==> config.mk <==
export PLATFORM = sky130hd
export DESIGN_NAME = voice_allocator_flat
export DESIGN_NICKNAME = d
export VERILOG_FILES = /design/src/rtl/voice_allocator_if.sv /design/src/rtl/voice_allocator.sv /design/src/flat_wrapper.sv
export SDC_FILE = /design/constraint.sdc
export NUM_CORES = 1
export LEC_CHECK = 0
export ABC_AREA = 1
export BUFFER_PORTS_ARGS = -buffer_cell sky130_fd_sc_hd__clkbuf_2
export CAP_MARGIN = 30
export CORE_MARGIN = 4
export CORE_UTILIZATION = 60
export CTS_BUF_LIST = sky130_fd_sc_hd__clkbuf_2
export CTS_CLUSTER_SIZE = 10
export DETAILED_ROUTE_END_ITERATION = 7
export GPL_TIMING_DRIVEN = 0
export PLACE_DENSITY = 0.88
export SLEW_MARGIN = 30
export SYNTH_ARGS = -nofsm -noshare
export SYNTH_HDL_FRONTEND = slang
export SYNTH_SLANG_ARGS = --single-unit
==> constraint.sdc <==
create_clock -name Clk -period 3 [get_ports Clk]
set_input_delay 0 -clock Clk [delete_from_list [all_inputs] [get_ports Clk]]
set_output_delay 0 -clock Clk [all_outputs]
set_load 0.005 [all_outputs]
==> src/rtl/voice_allocator_if.sv <==
// Note-event handshake and voice-bank drive bundle between an event source and voice_allocator.
interface voice_allocator_if #(
  parameter int unsigned NUM_VOICES = 4
);
  logic                    ev_valid;
  logic                    ev_ready;
  logic [7:0]              ev_note;
  logic                    ev_on;
  logic                    all_off;
  logic [8*NUM_VOICES-1:0] voice_note;
  logic [NUM_VOICES-1:0]   voice_key_on;
  logic                    stolen;

  modport master (
    output ev_valid, ev_note, ev_on, all_off,
    input  ev_ready, voice_note, voice_key_on, stolen
  );

  modport slave (
    input  ev_valid, ev_note, ev_on, all_off,
    output ev_ready, voice_note, voice_key_on, stolen
  );
endinterface

==> src/rtl/voice_allocator.sv <==
// Polyphonic voice allocator: assigns note-on events to free, matching or oldest voices and
// routes note-offs; scans one voice per cycle, then applies the decision.
module voice_allocator #(
  parameter int unsigned NUM_VOICES = 4,
  parameter int unsigned AGE_W      = 4
) (
  input logic               Clk,
  input logic               Reset,
  voice_allocator_if.slave  bus
);
  localparam int unsigned IdxW = (NUM_VOICES > 1) ? $clog2(NUM_VOICES) : 1;
  localparam logic [1:0] StIdle   = 2'd0;
  localparam logic [1:0] StScan   = 2'd1;
  localparam logic [1:0] StApply  = 2'd2;
  localparam logic [1:0] StRetrig = 2'd3;
  localparam logic [AGE_W-1:0] AgeMax  = '1;
  localparam logic [IdxW-1:0]  LastIdx = IdxW'(NUM_VOICES - 1);

  logic [1:0]            state_q, state_d;
  logic [7:0]            note_q [NUM_VOICES];
  logic [7:0]            note_d [NUM_VOICES];
  logic [AGE_W-1:0]      age_q  [NUM_VOICES];
  logic [AGE_W-1:0]      age_d  [NUM_VOICES];
  logic [NUM_VOICES-1:0] key_on_q, key_on_d;
  logic                  stolen_q, stolen_d;
  logic [7:0]            ev_note_q, ev_note_d;
  logic                  ev_on_q, ev_on_d;
  logic [IdxW-1:0]       idx_q, idx_d;
  logic                  match_vld_q, match_vld_d;
  logic [IdxW-1:0]       match_q, match_d;
  logic                  free_vld_q, free_vld_d;
  logic [IdxW-1:0]       free_q, free_d;
  logic [IdxW-1:0]       oldest_q, oldest_d;
  logic [AGE_W-1:0]      oldest_age_q, oldest_age_d;
  logic [IdxW-1:0]       tgt_q, tgt_d;
  logic [8*NUM_VOICES-1:0] voice_note_flat;
  logic                  accept;

  assign bus.ev_ready = Reset && (state_q == StIdle) && !bus.all_off;
  assign accept       = bus.ev_valid && bus.ev_ready;

  always_comb begin
    state_d      = state_q;
    note_d       = note_q;
    age_d        = age_q;
    key_on_d     = key_on_q;
    stolen_d     = 1'b0;
    ev_note_d    = ev_note_q;
    ev_on_d      = ev_on_q;
    idx_d        = idx_q;
    match_vld_d  = match_vld_q;
    match_d      = match_q;
    free_vld_d   = free_vld_q;
    free_d       = free_q;
    oldest_d     = oldest_q;
    oldest_age_d = oldest_age_q;
    tgt_d        = tgt_q;
    if (bus.all_off) begin
      key_on_d = '0;
      for (int unsigned i = 0; i < NUM_VOICES; i++) age_d[i] = '0;
      state_d = StIdle;
    end else begin
      unique case (state_q)
        StIdle: begin
          if (accept) begin
            ev_note_d   = bus.ev_note;
            ev_on_d     = bus.ev_on;
            idx_d       = '0;
            match_vld_d = 1'b0;
            free_vld_d  = 1'b0;
            state_d     = StScan;
          end
        end
        StScan: begin
          if (key_on_q[idx_q] && (note_q[idx_q] == ev_note_q) && !match_vld_q) begin
            match_vld_d = 1'b1;
            match_d     = idx_q;
          end
          if (!key_on_q[idx_q] && !free_vld_q) begin
            free_vld_d = 1'b1;
            free_d     = idx_q;
          end
          // Strict '>' keeps the lowest index on age ties.
          if ((idx_q == '0) || (age_q[idx_q] > oldest_age_q)) begin
            oldest_d     = idx_q;
            oldest_age_d = age_q[idx_q];
          end
          if (idx_q == LastIdx) state_d = StApply;
          else                  idx_d   = idx_q + IdxW'(1);
        end
        StApply: begin
          state_d = StIdle;
          if (!ev_note_q[7]) begin
            if (ev_on_q) begin
              if (match_vld_q) begin
                tgt_d             = match_q;
                key_on_d[match_q] = 1'b0;
                state_d           = StRetrig;
              end else if (free_vld_q) begin
                tgt_d            = free_q;
                note_d[free_q]   = ev_note_q;
                key_on_d[free_q] = 1'b1;
              end else begin
                tgt_d              = oldest_q;
                note_d[oldest_q]   = ev_note_q;
                key_on_d[oldest_q] = 1'b0;
                stolen_d           = 1'b1;
                state_d            = StRetrig;
              end
              for (int unsigned i = 0; i < NUM_VOICES; i++) begin
                if (IdxW'(i) == tgt_d) age_d[i] = '0;
                else if (key_on_q[i] && (age_q[i] != AgeMax)) age_d[i] = age_q[i] + AGE_W'(1);
              end
            end else if (match_vld_q) begin
              key_on_d[match_q] = 1'b0;
            end
          end
        end
        StRetrig: begin
          // Gate was dropped for exactly one cycle in APPLY so the envelope restarts.
          key_on_d[tgt_q] = 1'b1;
          state_d         = StIdle;
        end
        default: state_d = StIdle;
      endcase
    end
  end

  always_ff @(posedge Clk) begin
    if (!Reset) begin
      state_q      <= StIdle;
      key_on_q     <= '0;
      stolen_q     <= 1'b0;
      ev_note_q    <= '0;
      ev_on_q      <= 1'b0;
      idx_q        <= '0;
      match_vld_q  <= 1'b0;
      match_q      <= '0;
      free_vld_q   <= 1'b0;
      free_q       <= '0;
      oldest_q     <= '0;
      oldest_age_q <= '0;
      tgt_q        <= '0;
      for (int unsigned i = 0; i < NUM_VOICES; i++) begin
        note_q[i] <= '0;
        age_q[i]  <= '0;
      end
    end else begin
      state_q      <= state_d;
      key_on_q     <= key_on_d;
      stolen_q     <= stolen_d;
      ev_note_q    <= ev_note_d;
      ev_on_q      <= ev_on_d;
      idx_q        <= idx_d;
      match_vld_q  <= match_vld_d;
      match_q      <= match_d;
      free_vld_q   <= free_vld_d;
      free_q       <= free_d;
      oldest_q     <= oldest_d;
      oldest_age_q <= oldest_age_d;
      tgt_q        <= tgt_d;
      note_q       <= note_d;
      age_q        <= age_d;
    end
  end

  always_comb begin
    voice_note_flat = '0;
    for (int unsigned i = 0; i < NUM_VOICES; i++) voice_note_flat[8*i +: 8] = note_q[i];
  end

  assign bus.voice_note   = voice_note_flat;
  assign bus.voice_key_on = key_on_q;
  assign bus.stolen       = stolen_q;
endmodule

==> src/flat_wrapper.sv <==
// flat-port wrapper written by rule: the top's interface ports become plain ports
module voice_allocator_flat 
#(
  parameter int unsigned NUM_VOICES = 4,
  parameter int unsigned AGE_W      = 4
)
  (Clk, Reset, bus_ev_valid, bus_ev_note, bus_ev_on, bus_all_off, bus_ev_ready, bus_voice_note, bus_voice_key_on, bus_stolen);
  voice_allocator_if #(.NUM_VOICES(NUM_VOICES)) bus_i ();
  input logic Clk;
  input logic Reset;
  input wire logic [$bits(bus_i.ev_valid)-1:0] bus_ev_valid;
  input wire logic [$bits(bus_i.ev_note)-1:0] bus_ev_note;
  input wire logic [$bits(bus_i.ev_on)-1:0] bus_ev_on;
  input wire logic [$bits(bus_i.all_off)-1:0] bus_all_off;
  output wire logic [$bits(bus_i.ev_ready)-1:0] bus_ev_ready;
  output wire logic [$bits(bus_i.voice_note)-1:0] bus_voice_note;
  output wire logic [$bits(bus_i.voice_key_on)-1:0] bus_voice_key_on;
  output wire logic [$bits(bus_i.stolen)-1:0] bus_stolen;
  assign bus_i.ev_valid = bus_ev_valid;
  assign bus_i.ev_note = bus_ev_note;
  assign bus_i.ev_on = bus_ev_on;
  assign bus_i.all_off = bus_all_off;
  assign bus_ev_ready = bus_i.ev_ready;
  assign bus_voice_note = bus_i.voice_note;
  assign bus_voice_key_on = bus_i.voice_key_on;
  assign bus_stolen = bus_i.stolen;
  voice_allocator #(.NUM_VOICES(NUM_VOICES), .AGE_W(AGE_W)) u_core (.Clk(Clk), .Reset(Reset), .bus(bus_i));
endmodule
Yosys cells after proc, flatten, opt, wreduce, memory -nomap -nowiden --
Cells that the tools add are included.
Storage, ports and cells: input bits 13, flip-flop bits (word level) 80
Operators by class: bitwise operators 15, eq/ne operators 19, reductions and logical operators 47, add/subtract/negate cells 5, mux-type cells 59, magnitude comparators 15
Operator list (number):
- $bwmux 32 | 2
- $mux 4 | 15
- $demux 8 s2 | 2
- $mux 32 | 1
- $mux 8 | 4
- $reduce_and 4->1 | 8
- $mux 2 | 14
- $add 4x1->4 const B | 4
- $bmux 8 s2 | 1
- $logic_and 1x1->1 | 16
- $ne 4x4->1 const B | 4
- $lt 2x3->1 const B | 5
- $reduce_and 3->1 | 5
- $reduce_bool 2->1 | 6
- $ge 3x3->1 const B | 3
- $mux 1 | 9
- $not 2->3 | 3
- $and 4x4->4 | 2
- $bmux 4 s2 | 1
- $demux 1 s2 | 4
- $eq 8x8->1 | 1
- $ge 2x1->1 const B | 4
- $ne 2x1->1 const B | 4
- $not 4->4 | 2
- 23 further kinds | 40

Depth between registers and ports, before layout --
Gate-level depths: netlist of the first run.
depth in word-level cells 11, gate-level depth with buffers 15, mapped depth without buffers 13

Least setup slack after synthesis of the first run --
OpenSTA, ideal clock, no wires.
path type register to register, start point register u_core.idx_q[0], end point register u_core.oldest_age_q[1], path slack 0.764 ns, arrival time 2.151 ns, path buffers 3, cell stages (with the launch flop) 14, path through dfxtp_1 -> buf_2 -> inv_1 -> buf_2 -> buf_2 -> nor2_1 -> o22ai_1 -> ha_1 -> a21oi_1 -> o21ai_0 -> a21o_1 -> nand2_1 -> nor2_1 -> a211oi_1
Between the ends: cells in the longest elaborated chain, start to end 7
Ends and longest elaborated chain:
- from (decl) | RTL line voice_allocator.sv:28 | logic [IdxW-1:0] idx_q, idx_d;
- from (signal assigned) | RTL line voice_allocator.sv:154 | idx_q <= idx_d;
- $not 2->3 (not written as such) | RTL line voice_allocator.sv:84, voice_allocator.sv:86
- $bmux 4 s2 | RTL line voice_allocator.sv:84, voice_allocator.sv:86
- $mux 4 (not written as such) (2 in a row) | RTL line voice_allocator.sv:84, voice_allocator.sv:86
- $gt 4x4->1 | RTL line voice_allocator.sv:84 | if ((idx_q == '0) || (age_q[idx_q] > oldest_age_q)) begin
- $logic_or 1x1->1 | RTL line voice_allocator.sv:84
- $reduce_and 3->1 (no source line)
- to (signal assigned) | RTL line voice_allocator.sv:160 | oldest_age_q <= oldest_age_d;
- to (decl) | RTL line voice_allocator.sv:34 | logic [AGE_W-1:0] oldest_age_q, oldest_age_d;
Parallel ways exist; a longest one is shown, timed or not. The select of a mux whose other input is x is not followed. A chain may end at the register's enable or synchronous reset.

Worst setup path after layout of the first run --
start point register u_core.idx_q[0], end point register u_core.oldest_q[1]
Between the ends: cells in the longest elaborated chain, start to end 7
Ends and longest elaborated chain:
- $not 2->3 (not written as such) | RTL line voice_allocator.sv:84
- $bmux 4 s2 | RTL line voice_allocator.sv:84
- $mux 4 (not written as such) (2 in a row) | RTL line voice_allocator.sv:84
- $gt 4x4->1 | RTL line voice_allocator.sv:84
- $logic_or 1x1->1 * | RTL line voice_allocator.sv:84
- $reduce_and 3->1 (no source line) *
- to (signal assigned) | RTL line voice_allocator.sv:159 | oldest_q <= oldest_d;
- to (decl) | RTL line voice_allocator.sv:33 | logic [IdxW-1:0] oldest_q, oldest_d;
Every way passes the cells marked *; elsewhere a longest branch is shown, timed or not. The select of a mux whose other input is x is not followed.

==> flow_metrics.tcl, run 1 <==
set metrics [dict create \
    max-cap-violations 0 \
    post-cts-setup-buffer-count 0 \
    antenna_found_initial 0 \
    root_buffer "clkbuf_2" \
    grt_pass1_vias 4004 \
    setup_viol 0 \
    drt_iter0_drc 442 \
    clkTransAtPathRegs_ns 0.23 \
    drc_errors 0 \
    tightestPinTransition_ns 0.683 \
    worst-r2r-cell-count 15 \
    cts_tree "done" \
    swShare_pct 24.9 \
    place_inst 712 \
    power_density_mw_per_mm2 441 \
    place_area_mm2 0.00445 \
    pwr-share-seq_pct 51.4 \
    combPwrFrac_pct 8.9 \
    crit_fanout 10 \
    core_mm2 0.00649 \
    port_buffers 49 \
    initial_core_util_pct 63.2 \
    ys_ff_latch 80 \
    ios 51 \
    power.total_mw 2.11 \
    hold_viol_final 0 \
    relSlewSlack_pct 54.0 \
    drt-vias-per-instance 5.93 \
    drive_above_1_share_pct 15.2 \
    grt_use_total_pct 28.2 \
    min_period_ns 2.72 \
    r2r_end "u_core.oldest_q[1]$_SDFFE_PN0P_" \
    synth_edf_count 0 \
    p_sw_uw 526 \
    hold_path_class "input pin to flip-flop" \
    areaGrowthSynthToFinish_pct 16.5 \
    syn_inst 586 \
    hpwl_um 8630 \
    dieArea_mm2 0.00823 \
    diodes 0 \
    seq_area_frac_synth_pct 39.0 \
    routabilityCongestion 0.981 \
    wl_per_cell_um 15.8 \
    insertion_delay_ns 0.54 \
    grt_pass1_wl_um 19000 \
    vias 4399 \
    holdPathEnd "u_core.ev_note_q[0]$_SDFFE_PN0P_" \
    intPower_mw 1.58 \
    ant_nets 0 \
    drt-pass1-iter-count 6 \
    mostFrequentLayoutCells "nand2_1, dfxtp_1, a21oi_1, clkbuf_2, inv_1" \
    final_core_util_pct 73.6 \
    rows 29 \
    holdWs_ns 0.279 \
    crit_required_ns 3.47 \
    pwr-share-clk_pct 39.7 \
    final_cells 742 \
    max_freq_ghz 0.368 \
    r2r-start "u_core.idx_q[0]$_SDFFE_PN0P_" \
    cts_made_buffers 9 \
    grt_start_max_net_pins 15 \
    syn-num-nets 609 \
    synth_warnings 0 \
    setup_ws_ns 0.283 \
    setup_tns_ns 0 \
    finClkSkew_ns 0.0233 \
    ir_drop_uv 408 \
    crit_type "flip-flop to flip-flop" \
    htree_levels 3 \
    cp.arrival_ns 3.19 \
    start_kind "flip-flop" \
    p_leak_nw 1.97 \
    grt_overflow 0 \
    layout.nets 683 \
    synth_area_per_cell_um2 7.00 \
    drt-total-wl_um 11800 \
    finalCritPeriodShare_pct 90.6 \
    synth.distinct_cells 39 \
    hold_start "bus_ev_note[0]" \
    rsz0062_at_grt "no" \
    reg2reg_slack_ns 0.28 \
    status "complete, no violations" \
    design_area_mm2 0.00478 \
    whs_path_depth 4 \
    synth-main-ff-cell "dfxtp_1" \
    drv_slew 0 \
    die_x_um 90.7 \
    cp-end-kind "flip-flop" \
    post-place-ws_ns 0.235 \
    synthArstFlopShare_pct 0 \
    netlist_area_mm2 0.00410 \
    layout_commonest_cell "nand2_1" \
    cts.sinks 80 \
    cts_buffer_depth 2 \
    die_h_um 90.7 \
]
[per-layer routing]
| metal | vias up | wire, µm | GRT usage [%] |
|---|---|---|---|
| li1 | 2121 | - | - |
| met1 | 1995 | 5060 | 39.2 |
| met2 | 256 | 5350 | 43.7 |
| met3 | 27 | 1090 | 5.42 |
| met4 | 0 | 250 | 9.82 |
| met5 | - | 0 | 0 |
[synthesized netlist by cell type (all sizes together) (5+ instances only)]
master  instances  area, µm²
inv            58        218
nor3           25        136
clkinv          5       30.0
o21ai          57        285
a211oi         10       75.1
clkbuf          9       33.8
ha             10        125
dfxtp          80       1600
nand3          37        185
a21oi          80        423
nand2         128        493
buf            11       96.3
nor2           47        200
[how the worst max path moves through the flow]
stage | from | endpoint | slack, ns | cells past startpoint
after CTS | u_core.idx_q[0]$_SDFFE_PN0P_ | u_core.oldest_q[1]$_SDFFE_PN0P_ | 0.19 | 15
after global routing | u_core.idx_q[0]$_SDFFE_PN0P_ | u_core.oldest_q[1]$_SDFFE_PN0P_ | 0.04 | 15
final | u_core.idx_q[0]$_SDFFE_PN0P_ | u_core.oldest_q[1]$_SDFFE_PN0P_ | 0.28 | 15
after detailed placement | u_core.idx_q[0]$_SDFFE_PN0P_ | u_core.oldest_q[1]$_SDFFE_PN0P_ | 0.23 | 15
after global placement | u_core.idx_q[0]$_SDFFE_PN0P_ | u_core.oldest_q[1]$_SDFFE_PN0P_ | 0.32 | 15
after floorplan | u_core.idx_q[0]$_SDFFE_PN0P_ | u_core.oldest_age_q[1]$_SDFFE_PN0P_ | 0.76 | 13
[power groups by stage]
stage / sequential, mW / clock [mW] / combinational (mW)
after global routing: 1.09 / 0.867 / 0.204
after CTS: 1.08 / 0.840 / 0.178
after detailed placement: 1.10 / 0 / 0.162
after floorplan: 1.10 / 0 / 0.114
after global placement: 1.10 / 0 / 0.158
final: 1.08 / 0.836 / 0.187
[cell type report]
cell class / count / area (µm²)
flip-flops and latches: 80 / 1600
multi-input cells: 423 / 2130
clock buffers: 9 / 45.0
plain buffers: 20 / 135
repair buffers: 63 / 385
well taps: 77 / 96.3
fillers: 514 / 1710
clock inverters: 7 / 144
inverters: 63 / 248
[what timing repair did]
item,4_1_cts,5_1_grt
gates resized for setup,0,3
endpoints found under the setup margin,0,6
hold buffers,14,0
hold endpoints to repair,38,0
[critical path: stages, from the launching register on]
cell,delay [ns]
dfxtp_1,0.38
buf_2,0.19
inv_1,0.14
clkbuf_4,0.24
clkbuf_4,0.23
nand2_1,0.07
a32oi_1,0.25
inv_1,0.08
ha_1,0.19
inv_1,0.05
a21oi_1,0.05
o21ai_0,0.17
a21o_1,0.20
nand2_2,0.14
o21ai_0,0.22
a21oi_1,0.06
[sequential cells by signal, summed over array words and instances (netlist names), 4 cells and up]
name                     cells
u_core.bus.voice_key_on      4
u_core.bus.voice_note       32
u_core.age_q                16
u_core.oldest_age_q          4
u_core.ev_note_q             8
[cell families after synthesis]
group                      count (synthesis)  share of synthesized area (%)
buffers and inverters                     83                           9.21
DFF                                       80                           39.0
adders and majority gates                 10                           3.05
and+or+nand+nor                          255                           27.6
AOI/OAI and AO/OA                        158                           21.1
(Power assumes the default switching activity.)
==> run 2, diff against run 1 <==
--- a/config.mk
+++ b/config.mk
@@ -14,4 +14,5 @@
 export CTS_CLUSTER_SIZE = 10
 export DETAILED_ROUTE_END_ITERATION = 7
+export GPL_ROUTABILITY_DRIVEN = 0
 export GPL_TIMING_DRIVEN = 0
 export PLACE_DENSITY = 0.88
==> constraint.sdc (replaced) <==
create_clock -name Clk -period 3 [get_ports Clk]
set_input_delay 0.3 -clock Clk [delete_from_list [all_inputs] [get_ports Clk]]
set_output_delay 0.3 -clock Clk [all_outputs]
set_load 0.1 [all_outputs]
==> flow_metrics.tcl, run 2 (synthesized netlist as in run 1, its figures left out) <==
set metrics [dict create \
    layout.nets 673 \
    drc_errors 0 \
    cts_tree "done" \
    vias 4322 \
    p_leak_nw 1.91 \
    design_area_mm2 0.00464 \
    grt_overflow 0 \
    grt_use_total_pct 27.8 \
    finalCritPeriodShare_pct 93.1 \
    hpwl_um 8400 \
    grt_pass1_wl_um 18800 \
    drt-pass1-iter-count 5 \
    final_cells 732 \
    drt-vias-per-instance 5.90 \
    setup_viol 0 \
    insertion_delay_ns 0.55 \
    cts_buffer_depth 2 \
    dieArea_mm2 0.00823 \
    cp.arrival_ns 3.23 \
    diodes 0 \
    port_buffers 49 \
    slowest_delay_ns 0.36 \
    areaGrowthSynthToFinish_pct 13.0 \
    rows 29 \
    die_h_um 90.7 \
    crit_type "flip-flop to flip-flop" \
    largest_register_ffs 32 \
    grt_start_max_net_pins 15 \
    path_cells "buf_2 -> inv_1 -> buf_2 -> clkbuf_4 -> nor2_1 -> o22ai_1 -> ha_1 -> a21oi_1 -> o21ai_0 -> a21o_1 -> nand2_2 -> nor2_1 -> a211oi_1" \
    power.total_mw 1.93 \
    root_buffer "clkbuf_2" \
    antenna_found_initial 0 \
    place_inst 712 \
    post-cts-setup-buffer-count 0 \
    drv_slew 0 \
    htree_levels 3 \
    cts_made_buffers 9 \
    drt_iter0_drc 446 \
    core_mm2 0.00649 \
    wl_per_cell_um 15.5 \
    tightestPinTransition_ns 0.638 \
    mostFrequentLayoutCells "nand2_1, dfxtp_1, a21oi_1, clkbuf_2, inv_1" \
    final_core_util_pct 71.4 \
    max_freq_ghz 0.358 \
    cts.sinks 80 \
    max-cap-violations 0 \
    setup_tns_ns 0 \
    ant_nets 0 \
    layout_commonest_cell "nand2_1" \
    die_x_um 90.7 \
    clkTransAtPathRegs_ns 0.22 \
    relSlewSlack_pct 57.0 \
    status "complete, no violations" \
    place_area_mm2 0.00445 \
    cp_top_family "compound AO/OA/AOI/OAI gates" \
    ir_drop_uv 302 \
    crit_fanout 10 \
    min_period_ns 2.79 \
    hold_viol_final 0 \
    initial_core_util_pct 63.2 \
    hold_path_class "input pin to flip-flop" \
    power_density_mw_per_mm2 416 \
    drive_above_1_share_pct 15.7 \
    ios 51 \
    cpMaxStageDelayCell "dfxtp_1" \
    timing.critical_path.buf_inv 4 \
    start_kind "flip-flop" \
    setup_ws_ns 0.206 \
    holdWs_ns 0.0416 \
    grt_pass1_vias 3976 \
    cp-end-kind "flip-flop" \
    drt-total-wl_um 11300 \
    crit_required_ns 3.44 \
    finClkSkew_ns 0.0304 \
    post-place-ws_ns 0.231 \
]
run 2: where the power goes:
| group | total, mW | internal (mW) | leakage [nW] | switching [mW] |
|---|---|---|---|---|
| combinational | 0.178 | 0.0557 | 1.19 | 0.123 |
| clock | 0.668 | 0.274 | 0.0741 | 0.393 |
| sequential | 1.08 | 1.08 | 0.646 | 0.00939 |
| total | 1.93 | 1.41 | 1.91 | 0.525 |
run 2: final cells by class:
| class | count | area, µm² |
|---|---|---|
| Fill cell | 538 | 1860 |
| Sequential cell | 80 | 1600 |
| Clock buffer | 9 | 45.0 |
| Inverter | 63 | 251 |
| Buffer | 20 | 133 |
| Multi-Input combinational cell | 423 | 2130 |
| Timing Repair Buffer | 53 | 285 |
| Clock inverter | 7 | 96.3 |
| Tap cell | 77 | 96.3 |
run 2: worst reg2reg max path, cell delays in order, from the launching register on:
cell and delay (ns):
dfxtp_1 0.36, buf_2 0.19, inv_1 0.14, buf_2 0.26
clkbuf_4 0.26, nor2_1 0.06, o22ai_1 0.24, ha_1 0.29
a21oi_1 0.14, o21ai_0 0.09, a21o_1 0.20, nand2_2 0.17
nor2_1 0.07, a211oi_1 0.24
run 2: path summary, 6_finish.rpt:
kind / startpoint / depth (start not counted) / endpoint / slack, ns
max: u_core.idx_q[0]$_SDFFE_PN0P_ / 13 / u_core.oldest_age_q[1]$_SDFFE_PN0P_ / 0.21
min: bus_ev_note[0] / 3 / u_core.ev_note_q[0]$_SDFFE_PN0P_ / 0.04
max reg2reg: u_core.idx_q[0]$_SDFFE_PN0P_ / 13 / u_core.oldest_age_q[1]$_SDFFE_PN0P_ / 0.21
min reg2reg: u_core.bus.voice_note[23]$_SDFFE_PN0P_ / 2 / u_core.bus.voice_note[23]$_SDFFE_PN0P_ / 0.47
run 2: metal layers:
| metal | share of wire (%) | global-route usage, % | routed length (µm) | vias up |
|---|---|---|---|---|
| met5 | 0 | 0 | 0 | - |
| met4 | 1.5 | 8.67 | 171 | 0 |
| met3 | 9.9 | 6.33 | 1120 | 21 |
| met2 | 46 | 43.8 | 5230 | 242 |
| met1 | 43 | 37.8 | 4820 | 1959 |
| li1 | - | - | - | 2100 |
run 2: timing repair:
item                                    4_1_cts  5_1_grt
endpoints found under the setup margin        0        6
hold endpoints to repair                      3        1
hold buffers                                  3        1
resized for setup                             0        4
